`src/rtl/tpm_response_tx.sv`:
```
// tpm_response_tx: serialises a TPM response header plus payload into a big-endian byte stream
module tpm_response_tx #(
  parameter int MAX_PAYLOAD = 4086,
  parameter int LEN_W = 12
) (
  input  logic             clock,
  input  logic             reset_n,
  input  logic             rsp_start,
  input  logic [15:0]      rsp_tag,
  input  logic [31:0]      tpm_rc,
  input  logic [LEN_W-1:0] payload_len,
  input  logic [7:0]       pl_data,
  input  logic             pl_valid,
  output logic             pl_ready,
  output logic [7:0]       tx_data,
  output logic             tx_valid,
  input  logic             tx_ready,
  output logic             busy,
  output logic             done,
  output logic             len_err
);
  typedef enum logic [1:0] {IDLE, HDR, PAYLOAD, DONE} state_t;
  state_t state;
  logic [15:0] tagQ;
  logic [31:0] rcQ;
  logic [LEN_W-1:0] lenQ;
  logic [LEN_W-1:0] count;
  logic [3:0] idx;
  logic oversize;
  logic failed;
  logic slotFree;
  logic [15:0] capTag;
  logic [31:0] capRc;
  logic [LEN_W-1:0] capLen;
  logic [79:0] hdrVec;
  logic [79:0] hdrShift;
  // Capture-time rewriting of tag/rc/len, header byte selection and payload pull request
  always_comb begin
    oversize = 32'(payload_len) > 32'(MAX_PAYLOAD);
    failed = oversize || (tpm_rc != 32'd0);
    capTag = failed ? 16'h8001 : rsp_tag;
    capRc = oversize ? 32'h0000_0101 : tpm_rc;
    capLen = failed ? '0 : payload_len;
    hdrVec = {tagQ, 32'(lenQ) + 32'd10, rcQ};
    hdrShift = hdrVec << {idx, 3'b000};
    slotFree = !tx_valid || tx_ready;
    pl_ready = (state == PAYLOAD) && slotFree && (count != '0);
  end
  // Response FSM driving the single-register output stage
  always_ff @(posedge clock or negedge reset_n) begin
    if (!reset_n) begin
      state <= IDLE;
      tagQ <= '0;
      rcQ <= '0;
      lenQ <= '0;
      count <= '0;
      idx <= '0;
      tx_data <= '0;
      tx_valid <= 1'b0;
      busy <= 1'b0;
      done <= 1'b0;
      len_err <= 1'b0;
    end else begin
      case (state)
        IDLE: begin
          if (rsp_start) begin
            tagQ <= capTag;
            rcQ <= capRc;
            lenQ <= capLen;
            len_err <= oversize;
            tx_data <= capTag[15:8];
            tx_valid <= 1'b1;
            idx <= 4'd1;
            busy <= 1'b1;
            state <= HDR;
          end
        end
        HDR: begin
          if (slotFree) begin
            if (idx != 4'd10) begin
              tx_data <= hdrShift[79:72];
              tx_valid <= 1'b1;
              idx <= idx + 4'd1;
              if (idx == 4'd9 && lenQ != '0) begin
                count <= lenQ;
                state <= PAYLOAD;
              end
            end else begin
              tx_valid <= 1'b0;
              busy <= 1'b0;
              done <= 1'b1;
              state <= DONE;
            end
          end
        end
        PAYLOAD: begin
          if (slotFree) begin
            if (count != '0) begin
              tx_valid <= pl_valid;
              if (pl_valid) begin
                tx_data <= pl_data;
                count <= count - 1'b1;
              end
            end else begin
              tx_valid <= 1'b0;
              busy <= 1'b0;
              done <= 1'b1;
              state <= DONE;
            end
          end
        end
        DONE: begin
          done <= 1'b0;
          state <= IDLE;
        end
      endcase
    end
  end
endmodule
```
`config.mk`:
```
export PLATFORM = sky130hd
export DESIGN_NAME = tpm_response_tx
export DESIGN_NICKNAME = d
export VERILOG_FILES = /design/src/rtl/tpm_response_tx.sv
export SDC_FILE = /design/constraint.sdc
export NUM_CORES = 1
export LEC_CHECK = 0
export CAP_MARGIN = 20
export CORE_MARGIN = 2
export CORE_UTILIZATION = 40
export CTS_BUF_LIST = sky130_fd_sc_hd__clkbuf_8
export DETAILED_ROUTE_END_ITERATION = 8
export SYNTH_ARGS = -nofsm -noshare
export SYNTH_HDL_FRONTEND = slang
export SYNTH_SLANG_ARGS = --single-unit
```
`constraint.sdc`:
```
create_clock -name clock -period 3 [get_ports clock]
set_clock_uncertainty 0.15 [all_clocks]
set_input_delay 0.6 -clock clock [delete_from_list [all_inputs] [get_ports clock]]
set_output_delay 0.6 -clock clock [all_outputs]
set_load 0.01 [all_outputs]
```
* Yosys cells after proc, flatten, opt, wreduce, memory -nomap -nowiden *
Cells that the tools add are included.

word-level totals
  output and inout port bits = 13
  logic and storage cells = 97
  input bits = 73
  bits in registers = 90

operators by class
  magnitude comparators = 1
  reduce and logical (&&, ||, !) cells = 22
  add/sub/neg operators = 3
  shift operators = 1
  equality and inequality tests = 15
  muxes and demuxes = 44

operators with widths
  cell                   count
  $mux 12                7
  $shl 80x7->80          1
  $mux 8                 6
  $mux 32                1
  $reduce_bool 32->1     1
  $pmux 12 s2            1
  $pmux 8 s3             1
  $reduce_bool 12->1     2
  $mux 16                1
  $ne 2x2->1 const B     8
  $reduce_and 7->1       2
  $add 12x4->13 const B  1
  $mux 1                 13
  $gt 12x12->1 const B   1
  $mux 2                 6
  $mux 4                 3
  $sub 12x1->12 const B  1
  $reduce_and 5->1       2
  $pmux 1 s3             3
  $pmux 2 s4             1
  $pmux 4 s2             1
  $reduce_and 4->1       2
  $reduce_and 6->1       1
  $reduce_bool 3->1      2
  other kinds (13)       18

* Longest topological paths before layout *
Gate-level depths: netlist of the first run.

  depth in word-level cells = 6
  mapped depth = 11
  gate-level depth less buffers = 8

* Worst setup path after synthesis of the first run *
No wires, ideal clock.

  path type = flip-flop to flip-flop
  start = register idx[0]
  end = register count[6]
  data arrival time = 2056 ps
  required time = 2781 ps
  path buffers = 3
  clock period less this slack = 2276 ps
  cell stages (with the launch flop) = 11
  path slack = 724 ps
  setup time = 69 ps
  cell sequence = dfrtp_1 -> buf_2 -> buf_4 -> buf_4 -> inv_1 -> ha_1 -> nand3_1 -> o21a_2 -> nand2_2 -> or4_1 -> nand3_1

on the way
  cells in the longest elaborated chain, start to end = 4
  elaborated cells on any way between the ends = 6
  those cells by class = eq/ne (4); reduce/logical (2)

ends and longest elaborated chain
  element                                line  text
  from (decl)                            28    logic [3:0] idx;
  from (signal assigned)                 83    idx <= idx + 4'd1;
  $eq 4x4->1                             84    if (idx == 4'd9 && lenQ != '0) begin
  $logic_and 1x1->1                      84
  $ne 2x2->1 (no source line)            --
  $reduce_and 7->1 (no source line) (*)  --
  to (signal assigned)                   85    count <= lenQ;
  to (signal assigned)                   102   count <= count - 1'b1;
  to (decl)                              27    logic [LEN_W-1:0] count;

Mark *: on every way between the ends. The rest lies on a longest branch, timed or not.
A chain may end at the register's enable or synchronous reset.

* Worst setup path in the final report of the first run *
  start = register count[2]
  end = output pl_ready

on the way
  cells in the longest elaborated chain, start to end = 2

ends and longest elaborated chain
  element             line  text
  $reduce_bool 12->1  47    pl_ready = (state == PAYLOAD) && slotFree && (count != '0);
  $logic_and 1x1->1   47
  to (decl)           14    output logic pl_ready,

Every way passes these cells.

==> Implementation_results.wiki, run 1 <==
{| class="wikitable"
! Metric !! Value
|-
| Result of the run || completed
|-
| Share of post-route cells with drive strength above 1 || 8.879%
|-
| Largest net degree at the start of global routing || 63
|-
| I/O Buffers || 85
|-
| Fraction of registers with async set or reset after synthesis || 100.0%
|-
| Number of top-level pins || 86
|-
| Share of the synthesized area in the top cell type || 42.97%
|-
| Clock sink count || 90
|-
| Crit Path Category || register to output port
|-
| Clock tree from TritonCTS || yes
|-
| Die Height || 118.5 um
|-
| Starting DRT DRC Count || 409
|-
| DIE AREA || 14040 um2
|-
| Startpoint types || register
|-
| Achievable Freq || 340.2 MHz
|-
| Relative slew slack || 45.34%
|-
| Largest cells by area after synthesis || dfrtp_1, nand2_1, o21ai_0, nand3_1, mux2i_1
|-
| Primary FF master, synth || dfrtp_1
|-
| Synthesized flop and latch total || 90
|-
| Post-synth net total || 695
|-
| Clock slew at reported path FFs || 0.10 ns
|-
| Netlist cell types || 75
|-
| DPL Wire Length || 11050 um
|-
| Antenna viol nets, final || 0
|-
| Number of enable-type register cells in the synthesized netlist || 0
|-
| Design area || 6519 um2
|-
| 1st-pass router iterations || 5
|-
| Via count of the first global-routing pass || 4737
|-
| Min cycle time layout || 2.939 ns
|-
| Critical path data arrival time || 2.19 ns
|-
| Total power density per cell area || 846.1 nW/um2
|-
| Synthesized area per cell || 8.578 um2
|-
| Cell types with the highest counts after synthesis || nand2_1, dfrtp_1, o21ai_0, nand3_1, nor2_1
|-
| CP Capture Type || output port
|-
| Number of buffers created by CTS || 9
|-
| Worst IR Drop VDD || 0.4065 mV
|-
| Avg WL per Cell || 17.83 um
|-
| Gpl congestion || 0.9080
|-
| Top fanout value on the critical path || 8
|-
| Die width || 118.5 um
|-
| Final cell utilization of the core || 51.24%
|-
| Leakage power || 2.771 nW
|-
| Crit share post-route || 97.98%
|-
| Area Growth Syn to Fin || 24.37%
|-
| Cell at the root of the clock tree || clkbuf_8
|-
| Most common cell in the synthesized netlist || nand2_1
|-
| H-tree Lvls || 3
|-
| Setup Total Neg Slack || 0 ns
|-
| Post-synthesis xor/xnor area fraction || 1.504%
|-
| Simple-gate area share of the yosys netlist || 26.74%
|-
| Total number of vias || 4865
|-
| Antenna cells || 0
|-
| Hold_ws || 0.05885 ns
|-
| Worst slew pin tran || 0.8171 ns
|-
| Max cap viols || 0
|-
| Crit path required time || 2.25 ns
|-
| Floorplan core area || 12720 um2
|-
| Vias per inst || 5.664
|-
| Yosys warning total || 0
|-
| Multiplexer fraction of the synthesized cell area || 5.156%
|-
| Overall track demand over capacity in global routing || 22.43%
|-
| Antenna violations before repair || 0
|-
| Cell area after technology mapping || 5241 um2
|-
| Combinational family with the most area after synthesis || simple AND/OR/NAND/NOR gates
|-
| Number of rows in the core area || 41
|-
| Class of the tightest hold or removal check || input port to asynchronous set/reset pin
|-
| Post-layout power || 5.516 mW
|-
| Cell count after synthesis || 611
|-
| Grt ovf || 0
|-
| Instance area at placement || 6265 um2
|-
| First-pass GRT wire length || 25010 um
|-
| Number of remaining DRC errors || 0
|-
| Setup violation total in the final timing report || 0
|-
| Hold Fails Final Rpt || 0
|-
| Post-synthesis share of cell area spent on full adders, half adders and majority gates || 2.626%
|-
| Routed wire length || 15310 um
|-
| Post-synthesis cell type with the largest combined area || dfrtp_1
|-
| RSZ-0062 raised after global routing || false
|-
| Initial Util || 41.20%
|-
| Part of the Yosys area used for sequential elements || 42.97%
|-
| Insertion delay to the later sink of the worst-skew pair || 0.38 ns
|-
| Maximum buffer depth of the clock tree || 2
|-
| Fin. max-slew vios || 0
|-
| Compound-gate portion of the synthesized area || 16.54%
|-
| CTS hold repair buffers || 0
|-
| Post-layout nets || 766
|}
## logic make-up after synthesis
| group | count (synthesis) |
|---|---|
| AOI/OAI and AO/OA | 134 |
| xor gates and xnor gates | 9 |
| adders and majority gates | 11 |
| buffers and inverters | 51 |
| DFF | 90 |
| muxes | 26 |
| and+or+nand+nor | 290 |
## registers in the layout, indices dropped and copies added (netlist names)
register  flops
busy          1
lenQ         12
done          1
count        12
state         2
tagQ         16
rcQ          32
tx_valid      1
len_err       1
tx_data       8
idx           4
## critical path, cell delays in order (launching register included)
cell	delay, ns
dfrtp_2	0.46
or4_4	0.59
o21ai_4	0.19
nor2_1	0.07
clkdlybuf4s50_1	0.49
## worst paths after layout
| path | start | endpoint | slack [ns] | cells after the start |
|---|---|---|---|---|
| hold reg to reg | tagQ[1] | tagQ[1] | 0.32 | 2 |
| max in group asynchronous | reset_n | tagQ[4] | 1.97 | 2 |
| min in group clock | tagQ[1] | tagQ[1] | 0.32 | 2 |
| setup / recovery | count[2] | pl_ready | 0.06 | 4 |
| setup reg to reg | state[1] | tx_data[2] | 0.47 | 9 |
| hold / removal | reset_n | rcQ[3] | 0.06 | 1 |
## cell usage in the layout (no fill, tap or decap), types with 11 or more instances in the layout
cell type        netlist  final
nand2_1              140    139
dfrtp_1               90     88
clkdlybuf4s50_1        0     84
o21ai_0               57     57
nand3_1               45     45
nor2_1                28     28
a21oi_1               18     18
mux2i_1               18     18
nor4_1                14     14
buf_4                  3     11
## through the flow
stage                     std cells  setup WS, ns
final                           859       0.06052
after global routing            859       0.01422
after CTS                       857       0.01193
after detailed placement        841        0.1979
after global placement          841        0.2434
after floorplan                 611        0.7244
## report_power, final
part	switching, mW	internal, mW	total (mW)
logic	1.52	1.09	2.61
clock network	0.461	0.493	0.954
registers	0.353	1.60	1.95
## layer usage
layer / part of all wire (%) / track usage, % / vias up
li1: - / - / 2309
met1: 45 / 32.57 / 2373
met2: 46 / 33.82 / 160
met3: 6.2 / 3.427 / 23
met4: 2.5 / 8.259 / 0
met5: 0 / 0 / -
## repair_timing
action | 4_1_cts | 5_1_grt
pin swaps | 0 | 2
buffers inserted | 0 | 2
resized for setup | 1 | 3
endpoints found under the setup margin | 1 | 1
## area by class of cell
type / instances / area, um2
clock inverters: 6 / 88.84
repair buffers: 99 / 1003
inverters: 12 / 45.04
well taps: 172 / 215.2
clock buffers: 10 / 137.6
flip-flops and latches: 90 / 2255
multi-input cells: 470 / 2774
fillers: 1250 / 6203
No activity file was read; power rests on OpenSTA's default activity.
==> run 2: changes to the inputs <==
--- a/config.mk
+++ b/config.mk
@@ -10,6 +10,7 @@
 export CORE_UTILIZATION = 40
 export CTS_BUF_LIST = sky130_fd_sc_hd__clkbuf_8
 export DETAILED_ROUTE_END_ITERATION = 8
+export DONT_BUFFER_PORTS = 1
 export SYNTH_ARGS = -nofsm -noshare
 export SYNTH_HDL_FRONTEND = slang
 export SYNTH_SLANG_ARGS = --single-unit
==> run 2 against run 1 <==
Against the previous run:
- non-clock buffer count fell by 86
- via count down 9.6%
- first-iteration DRC count decreased by 34%
- clock power fell by 7.7%
- combinational power fell by 15%
- die area is the same
- fmax is 5.2% higher
- register-to-register slack worse by 0.21 ns
- critical path depth increased by 1
- global-route usage is 1.2 points lower
- critical endpoint unchanged
==> Implementation_results.wiki, run 2 (synthesized netlist as in run 1, its figures left out) <==
{| class="wikitable"
! Metric !! Value
|-
| Worst Reg2Reg Path Length in Cells || 8 (was 9)
|-
| Cell at the root of the clock tree || clkbuf_8 (unchanged)
|-
| Overall track demand over capacity in global routing || 21.27% (was 22.43%)
|-
| Clock slew at reported path FFs || 0.09 ns (was 0.10 ns)
|-
| Number of remaining DRC errors || 0 (unchanged)
|-
| Vias per inst || 5.687 (was 5.664)
|-
| Die width || 118.5 um (unchanged)
|-
| Via count of the first global-routing pass || 4315 (was 4737)
|-
| Post-layout power || 5.095 mW (was 5.516 mW)
|-
| Maximum buffer depth of the clock tree || 2 (unchanged)
|-
| Total power density per cell area || 906.1 nW/um2 (was 846.1 nW/um2)
|-
| Number of rows in the core area || 41 (unchanged)
|-
| Worst slew pin tran || 0.9779 ns (was 0.8171 ns)
|-
| RSZ-0062 raised after global routing || false (unchanged)
|-
| Leakage power || 2.424 nW (was 2.771 nW)
|-
| Crit Reg-Reg Endpoint || tx_data[6] (was tx_data[2])
|-
| Setup slack of the most critical reg-to-reg path || 0.26 ns (was 0.47 ns)
|-
| Reg-to-Reg Start || state[0] (was state[1])
|-
| Largest net degree at the start of global routing || 91 (was 63)
|-
| 1st-pass router iterations || 5 (unchanged)
|-
| Die Height || 118.5 um (unchanged)
|-
| Antenna cells || 0 (unchanged)
|-
| Result of the run || completed (unchanged)
|-
| Setup Total Neg Slack || 0 ns (unchanged)
|-
| Startpoint types || register (unchanged)
|-
| Antenna violations before repair || 0 (unchanged)
|-
| Register name with the most flops || rcQ (unchanged)
|-
| Max cap viols || 0 (unchanged)
|-
| Setup violation total in the final timing report || 0 (unchanged)
|-
| Clock sink count || 90 (unchanged)
|-
| Number of standard cells in the layout, taps in and fillers out || 773 (was 859)
|-
| Met3 Track Usage GR || 4.730% (was 3.427%)
|-
| Grt ovf || 0 (unchanged)
|-
| Floorplan core area || 12720 um2 (unchanged)
|-
| Instance area at placement || 5371 um2 (was 6265 um2)
|-
| Worst IR Drop VDD || 0.2804 mV (was 0.4065 mV)
|-
| Worst Hold Path Cells || 2
|-
| Top fanout value on the critical path || 17 (was 8)
|-
| Worst Hold Launch || rsp_tag[13]
|-
| First-pass GRT wire length || 23540 um (was 25010 um)
|-
| Routed wire length || 14290 um (was 15310 um)
|-
| Clock tree from TritonCTS || yes (unchanged)
|-
| Met2 Resource Use GR || 32.44% (was 33.82%)
|-
| Area Growth Syn to Fin || 7.281% (was 24.37%)
|-
| Largest registers in the final layout || rcQ: 32 flops, tagQ: 16 flops (unchanged)
|-
| H-tree Lvls || 3 (unchanged)
|-
| Number of flip-flops in the largest register || 32 (unchanged)
|-
| Achievable Freq || 358.0 MHz (was 340.2 MHz)
|-
| Min cycle time layout || 2.793 ns (was 2.939 ns)
|-
| Critical path data arrival time || 2.04 ns (was 2.19 ns)
|-
| I/O Buffers || 0 (was 85)
|-
| Avg WL per Cell || 18.49 um (was 17.83 um)
|-
| Crit path required time || 2.25 ns (about the same)
|-
| Number of top-level pins || 86 (unchanged)
|-
| Total number of vias || 4396 (was 4865)
|-
| Hold_ws || 0.1921 ns (was 0.05885 ns)
|-
| Worst hold path endpoint || tagQ[13]
|-
| GRT met1 Usage || 29.41% (was 32.57%)
|-
| Class of the tightest hold or removal check || input port to register (was input port to asynchronous set/reset pin)
|-
| Top Usage Layer GRT || met2 (unchanged)
|-
| Insertion delay to the later sink of the worst-skew pair || 0.37 ns (was 0.38 ns)
|-
| DPL Wire Length || 10540 um (was 11050 um)
|-
| Fin. max-slew vios || 0 (unchanged)
|-
| Share of post-route cells with drive strength above 1 || 9.151% (was 8.879%)
|-
| CP Capture Type || output port (unchanged)
|-
| DIE AREA || 14040 um2 (unchanged)
|-
| Antenna viol nets, final || 0 (unchanged)
|-
| Gpl congestion || 0.8877 (was 0.9080)
|-
| Crit Path Category || register to output port (unchanged)
|-
| Initial Util || 41.20% (unchanged)
|-
| Crit share post-route || 93.11% (was 97.98%)
|-
| Post-layout nets || 680 (was 766)
|-
| Instance count after placement with tap cells included || 755 (was 841)
|-
| Hold Fails Final Rpt || 0 (unchanged)
|-
| Starting DRT DRC Count || 268 (was 409)
|-
| Relative slew slack || 34.58% (was 45.34%)
|-
| Design area || 5623 um2 (was 6519 um2)
|-
| Number of buffers created by CTS || 9 (unchanged)
|-
| Highest-count cells in the layout ignoring fill and taps || nand2_1, dfrtp_1, o21ai_0 (was nand2_1, dfrtp_1, clkdlybuf4s50_1)
|-
| Most common cell after layout, fill and taps aside || nand2_1 (unchanged)
|}
[run 2: changes by cell type in the layout (fill, tap and decap cells not counted), sizes merged]
cell	previous run	this run
bufinv	2	1
buf	15	12
clkinv	2	3
inv	12	11
dlygate4sd3	0	1
clkdlybuf4s50	84	0
clkbuf	10	11
[run 2: what timing repair did]
action | in CTS | in global routing
resized for setup | 0 | 0
hold endpoints to repair | 90 | 0
setup buffers | 0 | 0
hold buffers | 2 | 0
[run 2: per-stage QoR]
stage	setup slack [ns]	util, %
2_1_floorplan	0.7244	-
5_1_grt	0.07371	44.20
6_report	0.2066	44.20
3_5_place_dp	0.3121	42.22
3_3_place_gp	0.4177	42.22
4_1_cts	0.2079	44.20
[run 2: power by group]
part           switching (mW)  internal (mW)
sequential              0.384           1.60
combinational            1.38          0.855
clock                   0.448          0.433
[run 2: worst max-delay path: stages, from the launching register on]
cell,delay (ns)
dfrtp_1,0.42
inv_1,0.14
ha_1,0.42
buf_4,0.30
o21ai_2,0.13
nor2_1,0.26
[run 2: worst max-delay path by stage]
stage                     cells after the start         end  startpoint  slack [ns]
after floorplan                              10    count[6]      idx[0]        0.72
final                                         5    pl_ready    state[0]        0.21
after detailed placement                      8  tx_data[6]    state[0]        0.31
after global placement                        8  tx_data[6]    state[0]        0.42
after global routing                          5    pl_ready    state[0]        0.07
after CTS                                     5    pl_ready    state[0]        0.21
[run 2: final cells by class]
cell class	instances	area, um2
inverters	12	45.04
multi-input cells	470	2764
repair buffers	13	132.6
clock buffers	11	151.4
clock inverters	5	62.56
well taps	172	215.2
fillers	1324	7099
flip-flops and latches	90	2252
[run 2: per-layer routing]
metal	vias up	part of all wire (%)
li1	2145	-
met1	2119	45
met2	113	47
met3	19	5.8
met4	0	2.3
met5	-	0
==> run 3: changes to the inputs <==
--- a/config.mk
+++ b/config.mk
@@ -7,10 +7,11 @@
 export LEC_CHECK = 0
 export CAP_MARGIN = 20
 export CORE_MARGIN = 2
-export CORE_UTILIZATION = 40
+export CORE_UTILIZATION = 66
 export CTS_BUF_LIST = sky130_fd_sc_hd__clkbuf_8
 export DETAILED_ROUTE_END_ITERATION = 8
 export DONT_BUFFER_PORTS = 1
+export PLACE_DENSITY = 0.82
 export SYNTH_ARGS = -nofsm -noshare
 export SYNTH_HDL_FRONTEND = slang
 export SYNTH_SLANG_ARGS = --single-unit
==> run 3 against run 2 <==
Against the previous run:
- first-iteration DRC count grew 71%
- critical path type is now register to register
- critical path depth grew 3
- fmax grew 1.7%
- critical endpoint is now tx_data[6]
- final cell count shrank 9.3%
- final area shrank 2.5%
- core utilization grew 27 points
- via count grew 5.1%
- worst hold slack gained 0.0046 ns
- largest cell class unchanged
- flip-flop and latch count is the same
- largest power group unchanged
- clock power shrank 16%
==> Implementation_results.wiki, run 3 (synthesized netlist as in run 1, its figures left out) <==
{| class="wikitable"
! Metric !! Value
|-
| Clock sink count || 90 (unchanged)
|-
| Setup Total Neg Slack || 0 ns (unchanged)
|-
| Part of the total power dissipated in sequential elements || 40.3% (was 38.9%)
|-
| Max cap viols || 0 (unchanged)
|-
| Die Height || 93.12 um (was 118.5 um)
|-
| Floorplan core area || 7727 um2 (was 12720 um2)
|-
| Result of the run || completed (unchanged)
|-
| Critical path, cell by cell || inv_1, ha_1, or2_1, a211oi_2, o211a_1, and2_1, a32oi_1, o31ai_1 (was inv_1, ha_1, buf_4, o21ai_2, nor2_1)
|-
| Highest-count cells in the layout ignoring fill and taps || nand2_1, dfrtp_1, o21ai_0 (unchanged)
|-
| Switching pwr || 2.198 mW (was 2.210 mW)
|-
| Crit Path Category || register to register (was register to output port)
|-
| Achievable Freq || 364.2 MHz (was 358.0 MHz)
|-
| Routed wire length || 13430 um (was 14290 um)
|-
| Antenna cells || 0 (unchanged)
|-
| Final cell utilization of the core || 70.94% (was 44.20%)
|-
| Internal power || 2.743 mW (was 2.885 mW)
|-
| Top layer reached by signal wires || met4 (unchanged)
|-
| Worst IR Drop VDD || 0.4468 mV (was 0.2804 mV)
|-
| Clock tree from TritonCTS || yes (unchanged)
|-
| I/O Buffers || 0 (unchanged)
|-
| Via count of the first global-routing pass || 4294 (was 4315)
|-
| Crit share post-route || 91.54% (was 93.11%)
|-
| Number of flip-flops in the largest register || 32 (unchanged)
|-
| Worst-case setup margin in the final layout || 0.2539 ns (was 0.2066 ns)
|-
| Critical path data arrival time || 2.87 ns (was 2.04 ns)
|-
| RSZ-0062 raised after global routing || false (unchanged)
|-
| Setup violation total in the final timing report || 0 (unchanged)
|-
| Startpoint types || register (unchanged)
|-
| Initial Util || 67.83% (was 41.20%)
|-
| Post-layout nets || 679 (was 680)
|-
| H-tree Lvls || 3 (unchanged)
|-
| Routed met3 length || 1101 um (was 822 um)
|-
| Area Growth Syn to Fin || 4.583% (was 7.281%)
|-
| Register name with the most flops || rcQ (unchanged)
|-
| Overall track demand over capacity in global routing || 32.09% (was 21.27%)
|-
| Top fanout value on the critical path || 15 (was 17)
|-
| Starting DRT DRC Count || 457 (was 268)
|-
| Switching Fraction || 44.49% (was 43.38%)
|-
| Portion of total power attributed to combinational logic || 44.7% (was 43.9%)
|-
| Number of rows in the core area || 32 (was 41)
|-
| Fin. max-slew vios || 0 (unchanged)
|-
| Class of the tightest hold or removal check || input port to register (unchanged)
|-
| DIE AREA || 8670 um2 (was 14040 um2)
|-
| Clock group share of total power || 15.0% (was 17.3%)
|-
| Cell type group with the largest total delay on the critical path || compound AO/OA/AOI/OAI gates (was buffers and inverters)
|-
| Total length of routed met2 wires || 6342 um (was 6653 um)
|-
| Total power density per cell area || 901.3 nW/um2 (was 906.1 nW/um2)
|-
| First-pass GRT wire length || 21570 um (was 23540 um)
|-
| Number of buffers created by CTS || 9 (unchanged)
|-
| Total number of vias || 4619 (was 4396)
|-
| Relative slew slack || 57.87% (was 34.58%)
|-
| CP Capture Type || register (was output port)
|-
| Clock slew at reported path FFs || 0.09 ns (about the same)
|-
| Antenna viol nets, final || 0 (unchanged)
|-
| Grt ovf || 0 (unchanged)
|-
| 1st-pass router iterations || 5 (unchanged)
|-
| Insertion delay to the later sink of the worst-skew pair || 0.37 ns (about the same)
|-
| Number of buffers and inverters on the critical path || 1 (was 2)
|-
| Crit path required time || 3.13 ns (was 2.25 ns)
|-
| Most common cell after layout, fill and taps aside || nand2_1 (unchanged)
|-
| Pre-CTS WS || 0.2927 ns (was 0.3121 ns)
|-
| Die width || 93.12 um (was 118.5 um)
|-
| Largest registers in the final layout || rcQ: 32 flops, tagQ: 16 flops (unchanged)
|-
| Leakage power || 2.400 nW (was 2.424 nW)
|-
| Delay of the slowest cell on the worst path || 0.53 ns (was 0.42 ns)
|-
| Antenna violations before repair || 0 (unchanged)
|-
| DPL Wire Length || 9753 um (was 10540 um)
|-
| Total setup buffers inserted after CTS || 0 (unchanged)
|-
| Metal-1 WL || 5679 um (was 6491 um)
|-
| Vias per inst || 6.589 (was 5.687)
|-
| Avg WL per Cell || 19.15 um (was 18.49 um)
|-
| Slowest cell on the critical path || o211a_1 (was dfrtp_1)
|-
| Maximum buffer depth of the clock tree || 2 (unchanged)
|-
| Hold Fails Final Rpt || 0 (unchanged)
|-
| Number of remaining DRC errors || 0 (unchanged)
|-
| Worst slew pin tran || 0.6320 ns (was 0.9779 ns)
|-
| Largest net degree at the start of global routing || 91 (unchanged)
|-
| Gpl congestion || 0.9248 (was 0.8877)
|-
| Min cycle time layout || 2.746 ns (was 2.793 ns)
|-
| Share of post-route cells with drive strength above 1 || 8.681% (was 9.151%)
|-
| Cell at the root of the clock tree || clkbuf_8 (unchanged)
|-
| Number of top-level pins || 86 (unchanged)
|}
run 3: layout make-up:
class | instances | area (um2)
multi-input cells | 470 | 2764
flip-flops and latches | 90 | 2252
fillers | 602 | 2246
well taps | 102 | 127.6
repair buffers | 12 | 125.1
clock buffers | 9 | 123.9
inverters | 12 | 45.04
clock inverters | 6 | 43.79
run 3: layer usage:
metal	vias up	GRT usage, %
met5	-	0
met1	2214	44.52
li1	2141	-
met2	233	50.24
met3	31	6.688
met4	0	11.64
run 3: worst paths after layout:
kind,start,to,slack [ns],cells past startpoint
min reg2reg,rcQ[0],rcQ[0],0.33,2
max,state[0],tx_data[6],0.25,8
min,rsp_tag[10],tagQ[10],0.20,2
min in group asynchronous,reset_n,rcQ[13],0.63,2
max reg2reg,state[0],tx_data[6],0.25,8
max in group asynchronous,reset_n,tx_data[3],1.70,2
run 3: metrics by stage:
stage	area, um2	total power, mW	hold slack, ns	instances
2_1_floorplan	5241	3.599	0.1544	611
3_3_place_gp	5276	4.070	0.1567	684
3_5_place_dp	5276	4.154	0.1569	684
4_1_cts	5482	4.911	0.1932	701
5_1_grt	5482	5.277	0.1860	701
6_report	5482	4.941	0.1967	701
run 3: power by group through the flow:
stage | Combinational [mW] | Sequential [mW] | Clock [mW]
floorplan | 1.72 | 1.88 | 0
global placement | 2.08 | 1.99 | 0
detailed placement | 2.14 | 2.01 | 0
CTS | 2.18 | 1.98 | 0.746
global route | 2.44 | 2.05 | 0.795
finish | 2.21 | 1.99 | 0.742
run 3: what timing repair did:
item                      4_1_cts  5_1_grt
hold buffers                    2        0
hold endpoints to repair       90        0
resized for setup               0        0
run 3: worst reg2reg max path, delay by kind of cell, from the launching register on:
| kind | cells | cell delay, ns |
|---|---|---|
| AO/OA/AOI/OAI | 4 | 1.11 |
| adder cells (fa/ha/maj) | 1 | 0.35 |
| buffers and inverters | 1 | 0.11 |
| flip-flops | 1 | 0.41 |
| AND/OR/NAND/NOR | 2 | 0.54 |
